===== src/rtl/rmc_seq_pkg.sv =====
// Shared types and helpers for the RMC enable sequencer: FSM state encoding,
// default step gaps and the thermometer-mask builder.
package rmc_seq_pkg;

  typedef enum logic [1:0] {
    S_OFF  = 2'd0,
    S_UP   = 2'd1,
    S_ON   = 2'd2,
    S_DOWN = 2'd3
  } seq_state_t;

  localparam int unsigned MAX_CH = 16;

  localparam logic [15:0] DEFAULT_ON_GAP  = 16'd2400;
  localparam logic [15:0] DEFAULT_OFF_GAP = 16'd2400;

  // Returns a mask with the lowest 'count' bits set (count = 0..MAX_CH).
  function automatic logic [MAX_CH-1:0] thermo_mask(input logic [4:0] count);
    logic [MAX_CH-1:0] m;
    for (int i = 0; i < MAX_CH; i++) begin
      m[i] = (i < int'(count));
    end
    return m;
  endfunction

endpackage


===== src/rtl/seq_gap_timer.sv =====
// Tick-driven gap timer shared by every sequencing step. Expires on the
// gap-th iTick after the last clear; the count never runs past gap-1.
module seq_gap_timer #(
  parameter int unsigned DLY_WIDTH = 16
) (
  input  logic                 clk_in,
  input  logic                 iRst_n,
  input  logic                 clear,
  input  logic                 iTick,
  input  logic [DLY_WIDTH-1:0] gap,
  output logic                 expire
);

  logic [DLY_WIDTH-1:0] cnt;
  logic                 at_limit;

  assign at_limit = (cnt >= gap - DLY_WIDTH'(1));

  // A tick coinciding with a clear is swallowed: the step that clears the
  // timer restarts the gap from zero.
  assign expire = iTick && !clear && at_limit;

  // NOTE: sequential state is updated only with non-blocking assignments so
  // every flop samples the pre-edge values, independent of block ordering.
  always_ff @(posedge clk_in or negedge iRst_n) begin
    if (!iRst_n) begin
      cnt <= '0;
    end else if (clear || expire) begin
      cnt <= '0;
    end else if (iTick && !at_limit) begin
      cnt <= cnt + DLY_WIDTH'(1);
    end
  end

endmodule


===== src/rtl/rmc_enable_sequencer.sv =====
// Steps a bank of RMC enables on (bit 0 first) and off (top bit first) with a
// programmable tick gap, plus bypass and a latched fault lockout.
module rmc_enable_sequencer
  import rmc_seq_pkg::*;
#(
  parameter int unsigned          NUM_CH    = 4,
  parameter int unsigned          DLY_WIDTH = 16,
  parameter logic [DLY_WIDTH-1:0] ON_GAP    = DLY_WIDTH'(DEFAULT_ON_GAP),
  parameter logic [DLY_WIDTH-1:0] OFF_GAP   = DLY_WIDTH'(DEFAULT_OFF_GAP)
) (
  input  logic              clk_in,
  input  logic              iRst_n,
  input  logic              iTick,
  input  logic              iEnable_req,
  input  logic              iSeq_config,
  input  logic              iFault,
  output logic [NUM_CH-1:0] oCh_enable,
  output logic              oSeq_busy,
  output logic              oSeq_done,
  output logic              oFault_latched
);

  localparam int unsigned       IDX_W   = $clog2(NUM_CH);
  localparam logic [IDX_W-1:0]  IDX_ONE = IDX_W'(1);
  localparam logic [IDX_W-1:0]  LAST    = IDX_W'(NUM_CH - 1);

  seq_state_t           state;
  logic [IDX_W-1:0]     idx;
  logic [4:0]           idx_ext;
  logic [NUM_CH-1:0]    mask;
  logic                 busy;
  logic                 done;
  logic                 fault_latched;
  logic                 timer_clear;
  logic                 expire;
  logic [DLY_WIDTH-1:0] gap;

  function automatic logic [NUM_CH-1:0] mask_of(input logic [4:0] count);
    return NUM_CH'(thermo_mask(count));
  endfunction

  assign idx_ext = 5'(idx);
  assign gap     = (state == S_DOWN) ? OFF_GAP : ON_GAP;

  // The timer only runs while a step is pending in the current direction;
  // idle states, reversals, bypass and fault all hold it at zero.
  // NOTE: the default assignment first guarantees no latch is inferred.
  always_comb begin
    timer_clear = 1'b1;
    if (!iFault && !fault_latched && iSeq_config) begin
      case (state)
        S_UP:    timer_clear = !iEnable_req;
        S_DOWN:  timer_clear = iEnable_req;
        default: timer_clear = 1'b1;
      endcase
    end
  end

  seq_gap_timer #(
    .DLY_WIDTH (DLY_WIDTH)
  ) u_gap_timer (
    .clk_in (clk_in),
    .iRst_n (iRst_n),
    .clear  (timer_clear),
    .iTick  (iTick),
    .gap    (gap),
    .expire (expire)
  );

  // In S_UP idx is the highest channel on; in S_DOWN it is the channel most
  // recently turned off, so the mask always holds a thermometer code.
  always_ff @(posedge clk_in or negedge iRst_n) begin
    if (!iRst_n) begin
      state         <= S_OFF;
      idx           <= '0;
      mask          <= '0;
      busy          <= 1'b0;
      done          <= 1'b0;
      fault_latched <= 1'b0;
    end else begin
      done <= 1'b0;
      if (iFault) begin
        state         <= S_OFF;
        idx           <= '0;
        mask          <= '0;
        busy          <= 1'b0;
        fault_latched <= 1'b1;
      end else if (fault_latched) begin
        if (!iEnable_req) begin
          fault_latched <= 1'b0;
        end
      end else if (!iSeq_config) begin
        state <= iEnable_req ? S_ON : S_OFF;
        idx   <= iEnable_req ? LAST : '0;
        mask  <= {NUM_CH{iEnable_req}};
        busy  <= 1'b0;
      end else begin
        case (state)
          S_OFF: begin
            if (iEnable_req) begin
              idx   <= '0;
              mask  <= mask_of(5'd1);
              state <= S_UP;
              busy  <= 1'b1;
            end
          end
          S_UP: begin
            if (!iEnable_req) begin
              mask <= mask_of(idx_ext);
              if (idx == '0) begin
                state <= S_OFF;
                busy  <= 1'b0;
              end else begin
                state <= S_DOWN;
              end
            end else if (expire) begin
              idx  <= idx + IDX_ONE;
              mask <= mask_of(idx_ext + 5'd2);
              if (idx + IDX_ONE == LAST) begin
                state <= S_ON;
                busy  <= 1'b0;
                done  <= 1'b1;
              end
            end
          end
          S_ON: begin
            if (!iEnable_req) begin
              idx   <= LAST;
              mask  <= mask_of(5'(LAST));
              state <= S_DOWN;
              busy  <= 1'b1;
            end
          end
          S_DOWN: begin
            if (iEnable_req) begin
              mask <= mask_of(idx_ext + 5'd1);
              if (idx == LAST) begin
                state <= S_ON;
                busy  <= 1'b0;
              end else begin
                state <= S_UP;
              end
            end else if (expire) begin
              idx  <= idx - IDX_ONE;
              mask <= mask_of(idx_ext - 5'd1);
              if (idx == IDX_ONE) begin
                state <= S_OFF;
                busy  <= 1'b0;
                done  <= 1'b1;
              end
            end
          end
          default: state <= S_OFF;
        endcase
      end
    end
  end

  assign oCh_enable     = mask;
  assign oSeq_busy      = busy;
  assign oSeq_done      = done;
  assign oFault_latched = fault_latched;

endmodule


===== config.mk =====
export PLATFORM = sky130hd
export DESIGN_NAME = rmc_enable_sequencer
export DESIGN_NICKNAME = d
export VERILOG_FILES = /design/src/rtl/rmc_seq_pkg.sv /design/src/rtl/seq_gap_timer.sv /design/src/rtl/rmc_enable_sequencer.sv
export SDC_FILE = /design/constraint.sdc
export NUM_CORES = 1
export LEC_CHECK = 0
export CAP_MARGIN = 20
export CORE_ASPECT_RATIO = 1.2
export CORE_MARGIN = 10
export CORE_UTILIZATION = 45
export CTS_CLUSTER_SIZE = 14
export DETAILED_ROUTE_END_ITERATION = 7
export PLACE_DENSITY_LB_ADDON = 0.3
export SLEW_MARGIN = 20
export SYNTH_ARGS = -nofsm -noshare
export SYNTH_HDL_FRONTEND = slang
export SYNTH_HIERARCHICAL = 1
export SYNTH_SLANG_ARGS = --single-unit

===== constraint.sdc =====
create_clock -name clk_in -period 4 [get_ports clk_in]
set_input_delay 1 -clock clk_in [delete_from_list [all_inputs] [get_ports clk_in]]
set_output_delay 1 -clock clk_in [all_outputs]
set_load 0.1 [all_outputs]

# After elaboration in Yosys (flattened, before gate mapping)
# Cells that the tools add are included.
[word_totals]
register_bits = 27
output_inout_bits = 7
word_cells = 133
inputBits = 6
latchBits = 0
rom_bits = 0
memories = 0
mem_bits_rw = 0
[op_classes]
n_lt_le_gt_ge = 17
div_mod_pow = 0
shift = 0
addsub = 6
multipliers = 0
n_reduce_logical = 18
muxes = 66
eq_ne = 19
bitwise = 0
[ops]
columns = ["operator", "n"]
rows = [
  ["2-to-1 mux 2 bit", 23],
  ["2-to-1 mux 4 bit", 9],
  ["2-to-1 mux 16 bit", 2],
  ["2-to-1 mux 1 bit", 26],
  ["!= test 5 x 4 -> 1 bit, second input constant", 4],
  ["adder 16 x 1 -> 16 bit, second input constant", 1],
  ["greater-or-equal comparator 16 x 12 -> 1 bit, second input constant", 1],
  ["!= test 4 bit, second input constant", 4],
  ["one-hot mux 2 bit (4 select lines)", 2],
  ["one-hot mux 4 bit (4 select lines)", 1],
  ["AND reduction 7 bit", 2],
  ["less-than comparator 1 x 3 -> 1 bit, first input constant", 4],
  ["less-than comparator 2 x 3 -> 1 bit, first input constant", 4],
  ["less-than comparator 1 x 5 -> 1 bit, first input constant", 2],
  ["less-than comparator 2 x 5 -> 1 bit, first input constant", 2],
  ["!= test 5 bit, second input constant", 2],
  ["AND reduction 9 bit", 1],
  ["== test 2 bit, second input constant", 4],
  ["!= test 4 x 3 -> 1 bit, second input constant", 2],
  ["logical AND 1 bit", 5],
  ["logical NOT 1 bit", 5],
  ["AND reduction 5 bit", 1],
  ["== test 2 x 1 -> 1 bit, second input constant", 2],
  ["logical NOT 2 bit", 2],
  ["12 further kinds", 15],
]

# Logic depth before layout (Yosys ltp)
[depth]
depth_word = 13
depth_mapped = 16
ltp_nobuf = 16

# Hierarchy
# Netlist, hierarchy kept.
[by_module_without_submodules]
columns = ["module", "cells_per_inst", "seq_area_each_um2", "instances", "area_each_um2"]
rows = [
  ["seq_gap_timer", 158, 400.4, 1, 1400.1],
  ["rmc_enable_sequencer", 113, 275.3, 1, 1003.5],
]

# Worst setup path before layout
# OpenSTA, ideal clock, no wires.
[synth_timing]
kind = "input to register"
startpoint = "input port iSeq_config"
endpoint = "register state[1]"
n_path_buf = 1
required_time_ns = 3.921
cell_stages = 9
t_arrival_ns = 2.690
setup_time_ns = 0.079
path_slack_ns = 1.231
cell_sequence = "buf_2 and2_1 nand3_1 nand2b_1 nor2_1 nand2_1 a22o_1 a221oi_2 mux2i_1"
[synth_via]
elab_chain_cells = 7
elab_cells_between_ends = 15
cone_classes = "eq/ne (6); mux (4); reduce/logical (5)"
[synth_rtl]
columns = ["element", "line", "rtl"]
rows = [
  ["start, declared", "rmc_enable_sequencer.sv:15", "input logic iSeq_config,"],
  ["logical AND 1 bit (*)", "rmc_enable_sequencer.sv:50", "if (!iFault && !fault_latched && iSeq_config) begin"],
  ["2-to-1 mux 1 bit (*)", "rmc_enable_sequencer.sv:50", ""],
  ["via timer_clear", "rmc_enable_sequencer.sv:34", "logic timer_clear;"],
  ["logical NOT 1 bit (*)", "seq_gap_timer.sv:21", "assign expire = iTick && !clear && at_limit;"],
  ["logical AND 1 bit (*) (2 in a row)", "seq_gap_timer.sv:21", ""],
  ["via expire", "rmc_enable_sequencer.sv:35", "logic expire;"],
  ["!= test 5 x 4 -> 1 bit (no line)", "n/a", ""],
  ["AND reduction 7 bit (no line) (*)", "n/a", ""],
  ["end signal, assigned", "rmc_enable_sequencer.sv:93", "state <= iEnable_req ? S_ON : S_OFF;"],
  ["end, declared", "rmc_enable_sequencer.sv:27", "seq_state_t state;"],
]
# Mark *: on every way through the listed nets, which the timed path passes. The rest lies on a longest branch. The select of a mux whose other input is x is not followed.
# A chain may end at the register's enable or synchronous reset.

# Final worst setup path
[layout_timing]
startpoint = "input port iEnable_req"
endpoint = "register mask[2] (netlist: oCh_enable[2])"
[layout_via]
elab_chain_cells = 8
elab_cells_between_ends = 17
cone_classes = "eq/ne (4); mux (8); reduce/logical (5)"
[layout_rtl]
columns = ["element", "line", "rtl"]
rows = [
  ["start, declared", "rmc_enable_sequencer.sv:14", "input logic iEnable_req,"],
  ["logical NOT 1 bit", "n/a", ""],
  ["one-hot mux 1 bit (2 select lines) (*)", "rmc_enable_sequencer.sv:51", "case (state)"],
  ["2-to-1 mux 1 bit (*)", "rmc_enable_sequencer.sv:50", ""],
  ["via timer_clear", "rmc_enable_sequencer.sv:34", ""],
  ["logical NOT 1 bit (*)", "seq_gap_timer.sv:21", ""],
  ["logical AND 1 bit (*) (2 in a row)", "seq_gap_timer.sv:21", ""],
  ["via expire", "rmc_enable_sequencer.sv:35", ""],
  ["!= test 5 x 4 -> 1 bit (no line)", "n/a", ""],
  ["AND reduction 5 bit (no line) (*)", "n/a", ""],
  ["end signal, assigned", "rmc_enable_sequencer.sv:95", "mask <= {NUM_CH{iEnable_req}};"],
  ["end signal, assigned", "rmc_enable_sequencer.sv:102", "mask <= mask_of(5'd1);"],
  ["end signal, assigned", "rmc_enable_sequencer.sv:109", "mask <= mask_of(idx_ext);"],
  ["end, declared", "rmc_enable_sequencer.sv:30", "logic [NUM_CH-1:0] mask;"],
]
# Marks and branches as above.

==> out/metrics.csv <==
stage;metric;value;unit
global_route;gr ovfl total;0;
die;Cell Rows;29;
global_route;first-pass GRT wire length;8.41;mm
timing;max_slew headroom;0.343;
clock_tree;CTS Buf Count;3;
die;I/O pins;13;
setup_path;WP data arrival;3.28;ns
clock_tree;Setup Fix Bufs, Post-CTS;0;
clock_tree;CTS tree;yes;
timing;final setup violation count;0;
setup_path;Worst R2R Start;u_gap_timer/cnt[13];
timing;Slew Limit Fails;0;
detailed_routing;Final ANT Viol Nets;0;
yosys;synthesized area per cell;8.87;µm²
power_and_ir_drop;maximum vdd drop;0.170;mV
detailed_routing;Pre-antenna DRT Iters;4;
timing;Fin. Hold Viols;0;
setup_path;Cell Chain, Critical Path;clkdlybuf4s50_1 -> xor2_2 -> nand3_1 -> nand2b_1 -> nor2_1 -> nor2b_1 -> a31oi_2 -> a21oi_2 -> mux2_1;
power_and_ir_drop;Tot Pwr;0.000630;W
run_status;status;finished clean;
die;Initial Util;0.460;
yosys;Post-Syn Instances;271;
die;core area;5230;µm²
die;die height;100;µm
yosys;top_reg_cell synth;dfrtp_1;
yosys;Seq/Total Area, Yosys;0.281;
yosys;yosys warns;6;
timing;Setup Skew;0.00622;ns
timing;setup tns final;0;ns
yosys;largest area contributor in the netlist;dfrtp_1;
setup_path;worst path buffer plus inverter count;1;
clock_tree;H-Tree Depth;1;
clock_tree;CTS sink cnt;27;
finish;commonest cells after routing, fill and taps aside;conb_1, nor2_1, dfrtp_1, ha_1, nand2_1;
die;Die W;86.7;µm
worst_hold_path;HP Class;flop to flop;
clock_tree;CTS Hold Bufs;0;
clock_tree;CTS Root Buffer Type;clkbuf_8;
finish;commonest non-fill, non-tap cell in the layout;conb_1;
setup_path;Setup crit end;oCh_enable[2];
detailed_routing;post-DR wirelength/cell;12.3;µm
finish;Layout area overhead;16.1;%
finish;combined area of the multi-input logic cells;1810;µm²
yosys;ys async rst share;1.00;
placement;routability cong.;0.833;
setup_path;Crit path max-delay family;simple AND/OR/NAND/NOR gates;
clock_tree;Clock Latency Late Sink;0.27;ns
setup_path;slowest stage delay, CP;0.52;ns
setup_path;CP Data Required Time;4.17;ns
setup_path;critical path launch point type;input pin;
setup_path;R2R depth;10;
worst_hold_path;Worst Hold Path Cells;1;
setup_path;crit path max fanout;7;
detailed_routing;vias per inst;4.95;
global_route;vias in the first global route;1959;
yosys;top area cells in the synthesized netlist;dfrtp_1, ha_1, xor2_1;
placement;DP Cell Count;388;
timing;fmax;321;MHz
setup_path;Levels on crit path;9;
setup_path;FF-to-FF setup slack;0.93;ns
yosys;Synth Cell Area;2400;µm²
detailed_routing;1st-iter DRT viols;97;
job;max-cap viol count;0;
yosys;Yosys reg bits;27;
timing;fin crit share;0.778;
yosys;area share of the largest cell type after synthesis;0.281;
clock_tree;CTS resizes;0;
placement;Buffers on Ports;12;
detailed_routing;final WL;4.82;mm
finish;# diodes;0;
power_and_ir_drop;Leak;1.20;nW
timing;worst-margin pin slew;0.983;ns
timing;Tmin final;3.11;ns
yosys;Post-synth EDFFs;0;
power_and_ir_drop;P per Cell Area;226;nW/µm²
finish;layout cell share with drive strength beyond 1;0.0879;
detailed_routing;drt drc;0;
global_route;GRT Util Overall;0.115;
setup_path;critical path class;input pin to flop;
finish;# fillers;495;
global_route;largest net degree at the start of global routing;28;
die;Die Area;8680;µm²
finish;storage element area;676;µm²
clock_tree;clk buf depth;2;
global_route;initial antenna violation count;0;
timing;RSZ-0062 raised after global routing;false;
detailed_routing;Vias;1940;
setup_path;Crit. Startpoint;iEnable_req;
finish;fin cells;392;
clock_tree;Reg clk slew, reported paths;0.10;ns
setup_path;R2R Path End;oCh_enable[2];
setup_path;Worst path slowest cell;clkdlybuf4s50_1;
yosys;synth unique cells;58;
setup_path;CP Capture Type;flop;
finish;fin nets;362;
placement;Detailed Place HPWL;3.84;mm
[how the worst min path moves through the flow]
stage	start	endpoint	slack, ns
5_1_grt	oCh_enable[1]	oCh_enable[1]	0.53
6_report	oCh_enable[1]	oCh_enable[1]	0.51
2_1_floorplan	u_gap_timer/cnt[15]	u_gap_timer/cnt[15]	0.51
3_5_place_dp	oCh_enable[1]	oCh_enable[1]	0.50
4_1_cts	oCh_enable[1]	oCh_enable[1]	0.52
3_3_place_gp	oCh_enable[0]	oCh_enable[0]	0.49
[stage by stage]
stage / hold slack (ns) / utilization / setup slack (ns) / area, µm²
5_1_grt: 0.533 / 0.534 / 0.673 / 2790
3_5_place_dp: 0.498 / 0.525 / 0.589 / 2740
3_3_place_gp: 0.486 / 0.525 / 0.650 / 2740
4_1_cts: 0.522 / 0.534 / 0.892 / 2790
2_1_floorplan: 0.511 / - / 1.23 / 2580
6_report: 0.511 / 0.534 / 0.887 / 2790
[state kept, by name, summed over array words and instances, names as in the netlist]
signal and count:
oSeq_busy 1, u_gap_timer/cnt 16, state 2, oFault_latched 1, idx 2, oSeq_done 1, oCh_enable 4
[Yosys cell counts (all sizes together), types with 2 or more instances]
master / instances
conb: 2
xnor2: 14
inv: 9
buf: 6
a21oi: 12
mux2: 4
dfrtp: 27
nand4: 5
clkbuf: 3
o21ai: 7
nor2b: 10
and3: 4
ha: 25
nand3: 9
a31oi: 3
o21bai: 3
nor2: 37
nand2: 22
nor4: 2
or2: 2
a22o: 2
nand2b: 4
o21a: 2
nor3: 9
xor2: 17
and2: 2
o2111ai: 2
a211oi: 3
o211ai: 2
nor3b: 3
or4: 4
or3: 2
mux2i: 3
[worst register-to-register path: stages, from the launching register on]
cell and delay [ns]:
dfrtp_1 0.42, ha_1 0.32, nand4_1 0.18, or4_1 0.57, a31oi_1 0.24, nor3_1 0.13, nor2_1 0.26, nor2b_1 0.11
a31oi_2 0.30, a21oi_2 0.13, mux2_1 0.32
[per-layer routing]
layer	GRT usage	part of all wire
met5	0	0
met4	0.0287	0.0033
met3	0.0122	0.016
met2	0.224	0.56
met1	0.126	0.42
[final cells by class]
cell class / count / area share
clock inverter: 1 / 0.00269
timing repair buffer: 16 / 0.0529
clock buffer: 3 / 0.0148
inverter: 9 / 0.0121
sequential: 27 / 0.242
tap: 62 / 0.0278
multi-input combinational: 274 / 0.648
[power by group]
group          total (W)  internal [W]  switching, W
clock           0.000159     0.0000707     0.0000884
combinational   0.000173     0.0000617      0.000112
sequential      0.000298      0.000281     0.0000166
total           0.000630      0.000414      0.000217
[logic make-up (layout without fill, tap and decap cells)]
family,count (synthesis),count (layout),synth area share
simple gates,117,117,0.258
xor+xnor,31,31,0.119
other cells,2,50,0.00312
fa+ha+maj,25,25,0.130
mux,7,7,0.0312
flops,27,27,0.281
compound gates,44,44,0.136
buf+inv,18,29,0.0416
Power figures use the tool's default switching activity.
